==> config.mk <==
export PLATFORM = sky130hd
export DESIGN_NAME = store_buffer
export DESIGN_NICKNAME = d
export VERILOG_FILES = /design/src/rtl/store_buffer.sv
export SDC_FILE = /design/constraint.sdc
export NUM_CORES = 1
export LEC_CHECK = 0
export ABC_CLOCK_PERIOD_IN_PS = 13100
export BUFFER_PORTS_ARGS = -buffer_cell sky130_fd_sc_hd__clkbuf_2
export CAP_MARGIN = 20
export CORE_AREA = 5 5 200 202
export DETAILED_ROUTE_END_ITERATION = 8
export DIE_AREA = 0 0 205 207
export PLACE_DENSITY_LB_ADDON = 0.3
export SLEW_MARGIN = 20
export SYNTH_ARGS = -nofsm -noshare
export SYNTH_HDL_FRONTEND = slang
export SYNTH_SLANG_ARGS = --single-unit
==> constraint.sdc <==
create_clock -name clk -period 13.1 [get_ports clk]
set_input_delay 1.31 -clock clk [delete_from_list [all_inputs] [get_ports clk]]
set_output_delay 1.31 -clock clk [all_outputs]
set_load 0.005 [all_outputs]
==> src/rtl/store_buffer.sv <==
// store_buffer: circular FIFO of pending core stores. Entries drain to data
// memory in order, and loads can take their data from pending stores.
//
// Ports:
//   clk, reset                        sole clock; synchronous active-high reset
//   st_valid/st_addr/st_data/st_byte  store request from the core; st_ready = !full
//   ld_valid/ld_addr/ld_byte          load lookup from the core
//   ld_hit/ld_data/ld_stall           combinational forwarding result
//   mem_we/mem_addr/mem_wdata/mem_byte  head entry drain request; mem_ack accepts it
//   count/full/empty                  occupancy status
module store_buffer #(
    parameter int unsigned ADDR_W = 32,
    parameter int unsigned DATA_W = 32,
    parameter int unsigned DEPTH  = 4
) (
    input  logic                       clk,
    input  logic                       reset,
    input  logic                       st_valid,
    input  logic [ADDR_W-1:0]          st_addr,
    input  logic [DATA_W-1:0]          st_data,
    input  logic                       st_byte,
    output logic                       st_ready,
    input  logic                       ld_valid,
    input  logic [ADDR_W-1:0]          ld_addr,
    input  logic                       ld_byte,
    output logic                       ld_hit,
    output logic [DATA_W-1:0]          ld_data,
    output logic                       ld_stall,
    output logic                       mem_we,
    output logic [ADDR_W-1:0]          mem_addr,
    output logic [DATA_W-1:0]          mem_wdata,
    output logic                       mem_byte,
    input  logic                       mem_ack,
    output logic [$clog2(DEPTH):0]     count,
    output logic                       full,
    output logic                       empty
);

    localparam int unsigned PTR_W = $clog2(DEPTH);
    localparam int unsigned CNT_W = PTR_W + 1;

    logic [ADDR_W-1:0] entryAddr [DEPTH];
    logic [DATA_W-1:0] entryData [DEPTH];
    logic              entryByte [DEPTH];

    logic [PTR_W-1:0]  headPtr;
    logic [PTR_W-1:0]  tailPtr;
    logic [CNT_W-1:0]  entryCount;

    logic              doEnq;
    logic              doDeq;

    logic              matchFound;
    logic [PTR_W-1:0]  matchIdx;
    logic [PTR_W-1:0]  scanIdx;
    logic [DATA_W-1:0] laneWord;

    // Status and handshakes
    assign full     = (entryCount == CNT_W'(DEPTH));
    assign empty    = (entryCount == '0);
    assign count    = entryCount;
    assign st_ready = !full;
    assign mem_we   = !empty;
    assign doEnq    = st_valid && !full;
    assign doDeq    = mem_we && mem_ack;

    assign mem_addr  = entryAddr[headPtr];
    assign mem_wdata = entryData[headPtr];
    assign mem_byte  = entryByte[headPtr];

    // Pointers and occupancy; power-of-two DEPTH lets pointers wrap by truncation
    always_ff @(posedge clk) begin
        if (reset) begin
            headPtr    <= '0;
            tailPtr    <= '0;
            entryCount <= '0;
        end else begin
            if (doEnq) tailPtr <= PTR_W'(tailPtr + 1'b1);
            if (doDeq) headPtr <= PTR_W'(headPtr + 1'b1);
            if (doEnq && !doDeq)      entryCount <= CNT_W'(entryCount + 1'b1);
            else if (doDeq && !doEnq) entryCount <= CNT_W'(entryCount - 1'b1);
        end
    end

    // Entry storage needs no reset; validity comes from head/count
    always_ff @(posedge clk) begin
        if (!reset && doEnq) begin
            entryAddr[tailPtr] <= st_addr;
            entryData[tailPtr] <= st_data;
            entryByte[tailPtr] <= st_byte;
        end
    end

    // Scan oldest to youngest so the last word-aligned match is the youngest
    always_comb begin
        matchFound = 1'b0;
        matchIdx   = '0;
        scanIdx    = '0;
        for (int k = 0; k < int'(DEPTH); k++) begin
            scanIdx = PTR_W'(headPtr + PTR_W'(k));
            if ((CNT_W'(k) < entryCount) &&
                (entryAddr[scanIdx][ADDR_W-1:2] == ld_addr[ADDR_W-1:2])) begin
                matchFound = 1'b1;
                matchIdx   = scanIdx;
            end
        end
    end

    assign laneWord = entryData[matchIdx] >> {ld_addr[1:0], 3'b000};

    // Forwarding decision: word stores forward any load, byte stores only an exact byte load
    always_comb begin
        ld_hit   = 1'b0;
        ld_stall = 1'b0;
        ld_data  = '0;
        if (ld_valid && matchFound) begin
            if (!entryByte[matchIdx]) begin
                ld_hit  = 1'b1;
                ld_data = ld_byte ? DATA_W'(laneWord[7:0]) : entryData[matchIdx];
            end else if (ld_byte && (entryAddr[matchIdx] == ld_addr)) begin
                ld_hit  = 1'b1;
                ld_data = DATA_W'(entryData[matchIdx][7:0]);
            end else begin
                ld_stall = 1'b1;
            end
        end
    end

endmodule

==> parameters.txt, run 1 <==
Parameter                              Value

Floorplan
  Placeable Area    between 0.03 and 0.04 mm2
  Initial cell density of the core    0.538
  Die footprint    roughly 0.042 mm2
  Floorplan die width    205 um
  Overall die height    207 um
  Floorplan row count    72
  IO Count    209

Routing
  Number of design rule violations left after detail routing    0
  Drt wl/cell    29.2 um
  Number of detailed-route iterations in the first pass    6
  Via density per instance    around 7.0
  Violation count after the first detailed-route iteration    2429
  Total routed wirelength    71.5 mm
  Number of vias after detailed routing    17200
  Post-DRT Antenna Nets    0

Global route
  Global-route wire length before repair    107 mm
  Initial antenna violation count    2
  Routing usage on met2    0.515
  Remaining global-route overflow    0
  Via count of the first global-routing pass    16900
  Met1 global-route usage    0.447
  All-Layer GR Usage    0.328
  Maximum number of pins on one net before global-route repair    120
  Busiest grt layer    met2
  GR met3 Demand/Resource    0.0776

Logic synthesis
  Most common cell in the netlist    edfxtp_1
  Number of register bits inferred by synthesis    around 270
  Share of the synthesized netlist area taken by xor and xnor gates    0.0555
  Cell type contributing the most total cell area after synthesis    edfxtp_1
  Mapped Nets    1924
  Post-synth top area share    0.381
  Average footprint of a synthesized cell    between 10 and 15 um2
  Fraction of the mapped netlist area in compound gates    0.165
  Sequential-to-total area share from yosys stat    0.389
  Yosys Warn Count    0
  List of most frequent post-synthesis cells    260 x edfxtp_1, 190 x mux2i_1, 116 x xnor2_1
  Library cells used by synthesis    90
  Mux contribution to synthesized area    0.239
  Post-synthesis cell count    1812
  Most used flip-flop cell after synthesis    edfxtp_1
  Count of flip-flops with a built-in enable after synthesis    260
  Cell area after technology mapping    about 0.02 mm2
  Adder and majority cell fraction of the synthesized area    0.00549
  Synth area leaders    edfxtp_1 38%, mux4_2 12%, mux2i_1 9.3%, xnor2_1 5.0%, o21ai_0 2.4%
  Main combinational cell family by area after synthesis    multiplexers
  Fraction of the mapped netlist area in simple logic gates    0.100
  Async set-reset flop share out of synthesis    0

Min path
  Capture endpoint of the worst hold path    count[1]$_SDFFE_PP0P_
  Worst hold path stage count    2
  Startpoint of the tightest hold check path    count[1]$_SDFFE_PP0P_
  Worst hold path class    flop to flop

Power
  Power Total    3.70 mW
  Total power density per cell area    between 150 and 200 mW/mm2
  Static Leak    between 7 and 8 nW
  Largest voltage drop on the vdd net    136 uV

Placed design
  Half-perimeter wire length after detailed placement    51.2 mm
  Placed cells    2393
  GPL Wtd Cong    1.06
  Buffers on Ports    208
  Post-placement cell area    roughly 0.022 mm2

Worst setup path
  Type of the worst setup path    flop to output port
  Data arrival time of the critical path    8.63 ns
  Crit path from    headPtr[0]$_SDFFE_PP0P_
  Endpoint of the most critical register-to-register path    entryAddr[0][0]$_DFFE_PP_
  Cells on worst reg2reg path    7
  Critical Path Slowest Stage Cell    buf_4
  Setup slack, reg-to-reg    10.25 ns
  CP Cell Sequence    buf_4 > mux4_2 > xnor2_1 > nand4_1 > nor4_1 > and4b_2 > buf_4 > nor2_1 > o22ai_4 > buf_4 > buf_4 > mux4_2 > xor2_1 > nor3_1 > o2111a_1 > nand4_4 > a221oi_2 > clkbuf_2
  RR Startpoint    count[0]$_SDFFE_PP0P_
  Critical path's largest stage delay    0.82 ns
  Required time at the endpoint of the critical path    ~12 ns
  Top cell by count, worst path    buf_4
  Sort of element at the end of the critical path    output port
  Worst-path maximum fanout    70
  Kind of start point of the critical path    flop

Clocking
  Clock H-tree levels    1
  Skew-Pair Late Insertion Delay    0.60 ns
  Number of buffers created by CTS    30
  Worst-case clock buffer depth    3
  Count of hold-fix buffers inserted at cts    0
  Clock root cell    clkbuf_16
  TritonCTS sink count    269
  Clk pin slew, worst setup/hold paths    ~0.06 ns
  Post-CTS Setup Repair Bufs    0
  Number of gates resized after CTS    0
  CTS tree    done

Final layout
  Area added between synthesis and finish    10.5%
  Nets@finish    2019
  Non-filler cells, final    2449
  Final design area excluding fillers    around 0.023 mm2
  Ratio of cells with drive above 1 in the final layout    0.247
  Antenna fix cells    0

STA
  Final critical-path required period    9.94 ns
  Largest clock skew in the final design    ~0.024 ns
  Max-slew violations    0
  Count of endpoints failing setup in the final report    0
  Least-Margin Pin Slew    about 1.1 ns
  Final Cycle Share    0.759
  Final TNS setup    0 ns
  Count of endpoints failing hold in the final timing report    0
  Maximum clock frequency    101 MHz
  RSZ-0062 raised after global routing    false
  Max transition margin    0.299

Outcome
  Result of the run    completed

Flow run
  Count of max-cap constraint violations    0
report_power, final:
part           leakage, nW  internal, mW  total (mW)  switching, mW
Sequential            2.44          1.02        1.16          0.144
Combinational         4.62         0.767        1.71          0.944
Clock                0.465         0.479       0.830          0.351
routing by layer:
metal	share of wire	routed length, um	vias up
met2	0.46	33200	1049
li1	-	-	7428
met5	0.00035	25	-
met4	0.048	3450	4
met3	0.10	7420	191
met1	0.38	27400	8530
metrics by stage:
stage / setup WS [ns] / utilization / hold slack, ns
floorplan: 6.41 / - / 0.571
global placement: 4.08 / 0.569 / 0.598
detailed placement: 3.92 / 0.569 / 0.607
CTS: 3.28 / 0.595 / 0.617
global route: 2.80 / 0.595 / 0.667
finish: 3.16 / 0.595 / 0.627
cell usage in the layout (no fill, tap or decap), types with 12 or more instances in the layout:
cell,count
o2111ai_1,14
o21a_1,12
nand3_1,34
a221oi_1,13
nor4_1,13
nand2b_1,20
nor2_1,105
clkbuf_16,30
mux4_2,110
o221ai_1,40
a2bb2oi_1,20
mux2i_1,190
a22oi_1,14
a21oi_1,77
nor3_1,22
o21ai_0,99
buf_4,29
a31oi_1,16
o22ai_1,12
nand4_1,23
edfxtp_1,260
or3_1,19
inv_1,22
mux2_2,42
a211oi_1,12
nand2_1,73
xor2_1,14
xnor2_1,116
clkbuf_2,208
o211ai_1,28
kinds of logic (layout without fill, tap and decap cells):
family	count (synthesis)	count (layout)
AND/OR/NAND/NOR	385	385
AO/OA/AOI/OAI	471	471
XOR/XNOR	130	130
flip-flops	269	269
multiplexers	346	346
buffers and inverters	202	321
adder cells (fa/ha/maj)	9	9
state kept, by name (all words and copies together), names as in the netlist, named ones only:
register   flops
count          3
entryAddr    128
entryByte      4
entryData    128
headPtr        2
tailPtr        2
worst max-delay path: cells and delay by family, from the launching register on:
family                 cells  cell delay (ns)
buffers and inverters      5             2.58
AND/OR/NAND/NOR            6             2.03
multiplexers               2             1.01
AO/OA/AOI/OAI              3             0.93
flip-flops                 1             0.81
XOR/XNOR                   2             0.53
cell type report:
class,count,area (um2)
fill,3172,15400
multi-input combinational,1341,11700
sequential,269,8000
timing repair buffer,238,1280
clock buffer,41,822
tap,518,648
clock inverter,15,155
inverter,27,101
worst max path at each step:
| stage | to | slack [ns] | cells past startpoint |
|---|---|---|---|
| finish | ld_data[1] | 3.16 | 18 |
| global route | ld_data[1] | 2.80 | 18 |
| CTS | ld_data[1] | 3.28 | 18 |
| detailed placement | ld_data[1] | 3.92 | 18 |
| global placement | ld_data[1] | 4.08 | 18 |
| floorplan | ld_data[0] | 6.41 | 15 |
(Power assumes the default switching activity.)
==> inputs of run 2 (changes only) <==
--- a/config.mk
+++ b/config.mk
@@ -5,7 +5,7 @@
 export SDC_FILE = /design/constraint.sdc
 export NUM_CORES = 1
 export LEC_CHECK = 0
-export ABC_CLOCK_PERIOD_IN_PS = 13100
+export ABC_CLOCK_PERIOD_IN_PS = 9300
 export BUFFER_PORTS_ARGS = -buffer_cell sky130_fd_sc_hd__clkbuf_2
 export CAP_MARGIN = 20
 export CORE_AREA = 5 5 200 202
==> constraint.sdc (replaced) <==
create_clock -name clk -period 9.3 [get_ports clk]
set_input_delay 0.93 -clock clk [delete_from_list [all_inputs] [get_ports clk]]
set_output_delay 0.93 -clock clk [all_outputs]
set_load 0.005 [all_outputs]
==> run 2 against run 1 <==
  * Final area increased by 1.4%
  * Critical path depth decreased by 1
  * Clock power increased by 53%
  * Clock-buffer cell count decreased by 8
  * First-iteration DRC count decreased by 9.0%
  * Sequential share of layout area decreased by 0.49 points
  * Critical endpoint is now ld_data[6]
==> parameters.txt, run 2 (same netlist as run 1, synthesis figures left out) <==
Parameter                              Value

Global route
  All-Layer GR Usage    0.339 (was 0.328)
  Via count of the first global-routing pass    16800 (was 16900)
  Global-route wire length before repair    110 mm (was 107 mm)
  Maximum number of pins on one net before global-route repair    67 (was 120)
  Initial antenna violation count    4 (was 2)
  Remaining global-route overflow    0 (unchanged)

Flow run
  Count of max-cap constraint violations    0 (unchanged)

Clocking
  Post-CTS Setup Repair Bufs    0 (unchanged)
  Number of buffers created by CTS    29 (was 30)
  Number of gates resized after CTS    0 (unchanged)
  Clock H-tree levels    1 (unchanged)
  Worst-case clock buffer depth    3 (unchanged)
  Clk pin slew, worst setup/hold paths    0.06 ns (about the same)
  Count of hold-fix buffers inserted at cts    0 (unchanged)
  CTS tree    done (unchanged)
  Clock root cell    clkbuf_16 (unchanged)
  Skew-Pair Late Insertion Delay    0.60 ns (about the same)
  TritonCTS sink count    269 (unchanged)

Final layout
  Most frequent standard cell in the layout excluding fill and tap cells    edfxtp_1 (unchanged)
  Ratio of cells with drive above 1 in the final layout    0.258 (was 0.247)
  Total of fill cells in the finished design    3052 (was 3172)
  Top flop regs    entryAddr: 128 flops, entryData: 128 flops, entryByte: 4 flops (unchanged)
  Nets@finish    2044 (was 2019)
  Area added between synthesis and finish    12.0% (was 10.5%)
  Most frequent cells in the layout    260 x edfxtp_1, 208 x clkbuf_2, 190 x mux2i_1, 116 x xnor2_1, 110 x mux4_2 (unchanged)

Power
  Part of the total power dissipated in the clock network    0.235 (was 0.224)
  Portion of total power attributed to combinational logic    0.460 (was 0.462)
  Net switching power    2.08 mW (was 1.44 mW)
  Int Pwr    3.32 mW (was 2.26 mW)
  Sequential fraction of design power    0.305 (was 0.314)
  Total power density per cell area    235 mW/mm2 (was 163 mW/mm2)
  Static Leak    7.69 nW (was 7.52 nW)
  Switching part of the total    0.385 (was 0.389)
  Largest voltage drop on the vdd net    180 uV (was 136 uV)

Placed design
  Buffers on Ports    208 (unchanged)
  Half-perimeter wire length after detailed placement    53.9 mm (was 51.2 mm)
  GPL Wtd Cong    1.03 (was 1.06)

Worst setup path
  Type of the worst setup path    flop to output port (unchanged)
  Sort of element at the end of the critical path    output port (unchanged)
  Data arrival time of the critical path    7.82 ns (was 8.63 ns)
  Kind of start point of the critical path    flop (unchanged)
  CP Cell Sequence    buf_4 > mux2_1 > a222oi_1 > a31oi_1 > nor4_1 > nand4_1 > nor2_8 > o31a_1 > o21ai_4 > buf_16 > mux2i_1 > xnor2_1 > nand3_1 > nor4_2 > nand4_4 > a221oi_2 > clkbuf_2 (was buf_4 > mux4_2 > xnor2_1 > nand4_1 > nor4_1 > and4b_2 > buf_4 > nor2_1 > o22ai_4 > buf_4 > buf_4 > mux4_2 > xor2_1 > nor3_1 > o2111a_1 > nand4_4 > a221oi_2 > clkbuf_2)
  Critical Path Slowest Stage Cell    dfxtp_4 (was buf_4)
  Critical path's largest stage delay    0.89 ns (was 0.82 ns)
  Required time at the endpoint of the critical path    8.37 ns (was 11.79 ns)
  Worst-path maximum fanout    59 (was 70)

STA
  Final critical-path required period    between 8 and 9 ns
  Final Cycle Share    0.941
  Worst hold slack    0.549 ns (was 0.627 ns)
  Count of endpoints failing hold in the final timing report    0 (unchanged)
  Max transition margin    0.351 (was 0.299)
  Maximum clock frequency    114 MHz
  RSZ-0062 raised after global routing    false (unchanged)
  Largest clock skew in the final design    0.0267 ns (was 0.0241 ns)
  Count of endpoints failing setup in the final report    0 (unchanged)
  Max-slew violations    0 (unchanged)
  Least-Margin Pin Slew    0.965 ns (was 1.05 ns)
  Final TNS setup    0 ns (unchanged)

Floorplan
  Overall die height    207 um (unchanged)
  Die footprint    0.0424 mm2 (unchanged)
  Initial cell density of the core    0.538 (unchanged)
  Placeable Area    0.0381 mm2 (unchanged)
  IO Count    209 (unchanged)
  Floorplan die width    205 um (unchanged)
  Floorplan row count    72 (unchanged)

Outcome
  Result of the run    completed (unchanged)

Routing
  Number of vias after detailed routing    17300 (was 17200)
  Number of detailed-route iterations in the first pass    6 (unchanged)
  Post-DRT Antenna Nets    0 (unchanged)
  Total routed wirelength    74.3 mm (was 71.5 mm)
  Violation count after the first detailed-route iteration    2210 (was 2429)
  Drt wl/cell    30.0 um (was 29.2 um)
  Via density per instance    7.01 (was 7.02)
  Number of design rule violations left after detail routing    0 (unchanged)

Min path
  Worst hold path class    input port to flop (was flop to flop)
## run 2: cell types whose count changed in the layout (fill, tap and decap cells not counted), moves of 2 or more
| cell | before | now |
|---|---|---|
| clkinv_2 | 3 | 1 |
| buf_4 | 29 | 52 |
| clkbuf_8 | 3 | 0 |
| clkbuf_1 | 8 | 4 |
| bufinv_16 | 2 | 7 |
| buf_12 | 1 | 3 |
| clkinvlp_4 | 3 | 5 |
| diode_2 | 0 | 2 |
## run 2: path summary, 6_finish.rpt
kind / startpoint / end / slack [ns] / cells after the start
worst max-delay path: headPtr[0]$_SDFFE_PP0P_ / ld_data[6] / 0.55 / 17
worst min-delay path: st_addr[11] / entryAddr[0][11]$_DFFE_PP_ / 0.55 / 1
worst max register to register: count[0]$_SDFFE_PP0P_ / entryData[2][13]$_DFFE_PP_ / 6.33 / 7
worst min register to register: count[1]$_SDFFE_PP0P_ / count[1]$_SDFFE_PP0P_ / 0.63 / 2
## run 2: worst max-delay path: cells and delay by family, from the launching register on
kind | cells | cell delay (ns)
AND/OR/NAND/NOR | 6 | 2.49
AO/OA/AOI/OAI | 5 | 1.98
flip-flops | 1 | 0.89
buffers and inverters | 3 | 0.81
multiplexers | 2 | 0.60
XOR/XNOR | 1 | 0.42
## run 2: power by group through the flow
| stage | Sequential [mW] | Clock (mW) | Combinational [mW] |
|---|---|---|---|
| global route | 1.67 | 1.33 | 2.63 |
| global placement | 1.66 | 0 | 2.42 |
| detailed placement | 1.67 | 0 | 2.43 |
| floorplan | 1.51 | 0 | 1.82 |
| finish | 1.65 | 1.27 | 2.48 |
| CTS | 1.65 | 1.28 | 2.46 |
## run 2: area by class of cell
cell class,instances,area (um2),area share
diodes,2,5.00,0.000218
clock buffers,33,741,0.0322
clock inverters,21,309,0.0134
inverters,27,101,0.00441
multi-input cells,1341,11700,0.507
flip-flops and latches,269,8000,0.348
well taps,518,648,0.0282
repair buffers,264,1520,0.0661
## run 2: per-layer routing
| metal | GRT usage | part of all wire |
|---|---|---|
| met1 | 0.462 | 0.39 |
| met2 | 0.548 | 0.47 |
| met3 | 0.0708 | 0.10 |
| met4 | 0.105 | 0.038 |
| met5 | 0 | 0.00042 |
## run 2: metrics by stage
stage | power (mW) | cells | utilization | setup slack (ns) | cell area [um2]
CTS | 5.38 | 2473 | 0.603 | 0.692 | 23000
detailed placement | 4.11 | 2419 | 0.575 | 1.32 | 21900
floorplan | 3.33 | 1812 | - | 3.37 | 20500
global route | 5.63 | 2473 | 0.603 | 0.174 | 23000
finish | 5.40 | 2475 | 0.603 | 0.545 | 23000
global placement | 4.08 | 2418 | 0.575 | 1.07 | 21900
==> inputs of run 3 (changes only) <==
--- a/config.mk
+++ b/config.mk
@@ -11,7 +11,7 @@
 export CORE_AREA = 5 5 200 202
 export DETAILED_ROUTE_END_ITERATION = 8
 export DIE_AREA = 0 0 205 207
-export PLACE_DENSITY_LB_ADDON = 0.3
+export PLACE_DENSITY = 0.73
 export SLEW_MARGIN = 20
 export SYNTH_ARGS = -nofsm -noshare
 export SYNTH_HDL_FRONTEND = slang
==> run 3 against run 2 <==
  * Hold slack worse by 0.015 ns
  * Global-route usage down 0.26 points
  * Clock skew down 0.0063 ns
==> parameters.txt, run 3 (same netlist as run 1, synthesis figures left out) <==
Parameter                              Value

Outcome
  Result of the run    completed (unchanged)

Clocking
  Clock root cell    clkbuf_16 (unchanged)
  Skew-Pair Late Insertion Delay    0.61 ns (was 0.60 ns)
  TritonCTS sink count    269 (unchanged)
  Count of hold-fix buffers inserted at cts    0 (unchanged)
  Worst-case clock buffer depth    3 (unchanged)
  CTS tree    done (unchanged)
  Number of buffers created by CTS    30 (was 29)
  Clock H-tree levels    1 (unchanged)
  Clk pin slew, worst setup/hold paths    0.06 ns (about the same)

Global route
  All-Layer GR Usage    0.336 (was 0.339)
  Remaining global-route overflow    0 (unchanged)
  Initial antenna violation count    2 (was 4)
  Via count of the first global-routing pass    16900 (was 16800)
  Global-route wire length before repair    110 mm (about the same)
  Maximum number of pins on one net before global-route repair    71 (was 67)

Routing
  Violation count after the first detailed-route iteration    2260 (was 2210)
  Number of design rule violations left after detail routing    0 (unchanged)
  Via density per instance    7.07 (was 7.01)
  Drt wl/cell    30.1 um (was 30.0 um)
  Number of vias after detailed routing    17400 (was 17300)
  Post-DRT Antenna Nets    0 (unchanged)
  Total routed wirelength    74.2 mm (was 74.3 mm)
  Number of detailed-route iterations in the first pass    6 (unchanged)

Placed design
  Half-perimeter wire length after detailed placement    53.2 mm (was 53.9 mm)
  Buffers on Ports    208 (unchanged)
  Placed cells    2408 (was 2419)
  GPL Wtd Cong    1.02 (was 1.03)
  Post-placement cell area    0.0218 mm2 (was 0.0219 mm2)

Power
  Static Leak    7.64 nW (was 7.69 nW)
  Power Total    5.34 mW (was 5.40 mW)
  Total power density per cell area    234 mW/mm2 (was 235 mW/mm2)
  Largest voltage drop on the vdd net    191 uV (was 180 uV)

Final layout
  Nets@finish    2035 (was 2044)
  Ratio of cells with drive above 1 in the final layout    0.255 (was 0.258)
  Area taken by flip-flops and latches    0.00800 mm2 (unchanged)
  Most frequent cells in the layout    260 x edfxtp_1, 208 x clkbuf_2, 190 x mux2i_1, 116 x xnor2_1, 110 x mux4_2 (unchanged)
  Final design area excluding fillers    0.0228 mm2 (was 0.0230 mm2)
  Non-filler cells, final    2465 (was 2475)
  Top flop regs    entryAddr: 128 flops, entryData: 128 flops, entryByte: 4 flops (unchanged)
  Multi-input combinational cell area    0.0117 mm2 (about the same)
  Area added between synthesis and finish    11.4% (was 12.0%)
  Most frequent standard cell in the layout excluding fill and tap cells    edfxtp_1 (unchanged)
  Total of fill cells in the finished design    3140 (was 3052)
  Post-route core utilization    0.599 (was 0.603)

Min path
  Worst hold path class    input port to flop (unchanged)
  Startpoint of the tightest hold check path    st_data[3] (was st_addr[11])

STA
  Max transition margin    0.254 (was 0.351)
  RSZ-0062 raised after global routing    false (unchanged)
  Least-Margin Pin Slew    1.11 ns (was 0.965 ns)
  Largest clock skew in the final design    0.0204 ns (was 0.0267 ns)
  Count of endpoints failing hold in the final timing report    0 (unchanged)
  Final Cycle Share    0.945 (was 0.941)
  Max-slew violations    0 (unchanged)
  Maximum clock frequency    114 MHz (about the same)
  Count of endpoints failing setup in the final report    0 (unchanged)
  Final critical-path required period    8.79 ns (was 8.75 ns)
  Final TNS setup    0 ns (unchanged)

Worst setup path
  Timing endpoint of the critical path    ld_data[4] (was ld_data[6])
  Critical path's largest stage delay    0.89 ns (about the same)
  CP Cell Sequence    mux4_2 > xnor2_1 > o2111ai_1 > a2111o_1 > a211oi_4 > buf_4 > o211ai_1 > a31oi_1 > mux2i_1 > xnor2_1 > nand3_1 > nor4_2 > nand4_4 > a221oi_2 > clkbuf_2 (was buf_4 > mux2_1 > a222oi_1 > a31oi_1 > nor4_1 > nand4_1 > nor2_8 > o31a_1 > o21ai_4 > buf_16 > mux2i_1 > xnor2_1 > nand3_1 > nor4_2 > nand4_4 > a221oi_2 > clkbuf_2)
  Top cell by count, worst path    xnor2_1
  Endpoint of the most critical register-to-register path    entryAddr[3][22]$_DFFE_PP_ (was entryData[2][13]$_DFFE_PP_)
  Cells on worst reg2reg path    7 (unchanged)
  Required time at the endpoint of the critical path    8.37 ns (about the same)
  Sort of element at the end of the critical path    output port (unchanged)
  Number of logic stages on the critical path including buffering    15 (was 17)
  Crit-path leading delay family    compound AO/OA/AOI/OAI gates (was simple AND/OR/NAND/NOR gates)
  Data arrival time of the critical path    7.86 ns (was 7.82 ns)
  Setup slack, reg-to-reg    6.36 ns (was 6.33 ns)
  Critical Path Slowest Stage Cell    a211oi_4 (was dfxtp_4)
  Type of the worst setup path    flop to output port (unchanged)
  WP buf/inv    2 (was 3)
  Kind of start point of the critical path    flop (unchanged)
  Worst-path maximum fanout    31 (was 59)
  RR Startpoint    count[1]$_SDFFE_PP0P_ (was count[0]$_SDFFE_PP0P_)

Floorplan
  Placeable Area    0.0381 mm2 (unchanged)
  Die footprint    0.0424 mm2 (unchanged)
  Initial cell density of the core    0.538 (unchanged)
  Floorplan row count    72 (unchanged)
  Overall die height    207 um (unchanged)
  Floorplan die width    205 um (unchanged)
  IO Count    209 (unchanged)

Flow run
  Count of max-cap constraint violations    0 (unchanged)
[run 3: final cells by class]
type,instances,area share
repair buffers,254,0.0623
clock buffers,35,0.0337
well taps,518,0.0284
multi-input cells,1341,0.511
flip-flops and latches,269,0.350
diodes,1,0.000110
inverters,27,0.00444
clock inverters,20,0.0101
[run 3: how the worst min path moves through the flow]
stage | end | slack [ns] | cells after the start
finish | entryData[3][3]$_DFFE_PP_ | 0.53 | 1
global route | entryData[2][25]$_DFFE_PP_ | 0.53 | 1
CTS | entryData[0][22]$_DFFE_PP_ | 0.51 | 1
detailed placement | count[1]$_SDFFE_PP0P_ | 0.64 | 2
global placement | tailPtr[0]$_SDFFE_PP0P_ | 0.59 | 3
floorplan | tailPtr[0]$_SDFFE_PP0P_ | 0.57 | 3
[run 3: what timing repair did]
action | CTS | global route
setup endpoints to repair | 0 | 10
setup buffers | 0 | 1
gates resized for setup | 0 | 1
[run 3: where the power goes]
group          switching (mW)  leakage (nW)  internal (mW)
combinational            1.38          4.71           1.11
sequential              0.216          2.44           1.43
clock                   0.508         0.490          0.704
[run 3: worst register-to-register path: stages (launching register included)]
cell     delay [ns]
dfxtp_1        0.50
inv_1          0.16
ha_1           0.22
nand2_1        0.11
nand2_1        0.15
nor2_1         0.23
and2_4         0.44
buf_4          0.70
[run 3: layer usage]
layer,global-route usage,up-vias,routed length (um)
met4,0.141,2,4140
met2,0.530,1188,34100
met3,0.0690,228,7740
met5,0,-,13
li1,-,7458,-
met1,0.455,8553,28200
[run 3: per-stage QoR]
step	setup slack (ns)	hold WS, ns
finish	0.515	0.534
global route	0.210	0.525
CTS	0.358	0.511
detailed placement	1.02	0.641
global placement	1.16	0.595
floorplan	3.37	0.571
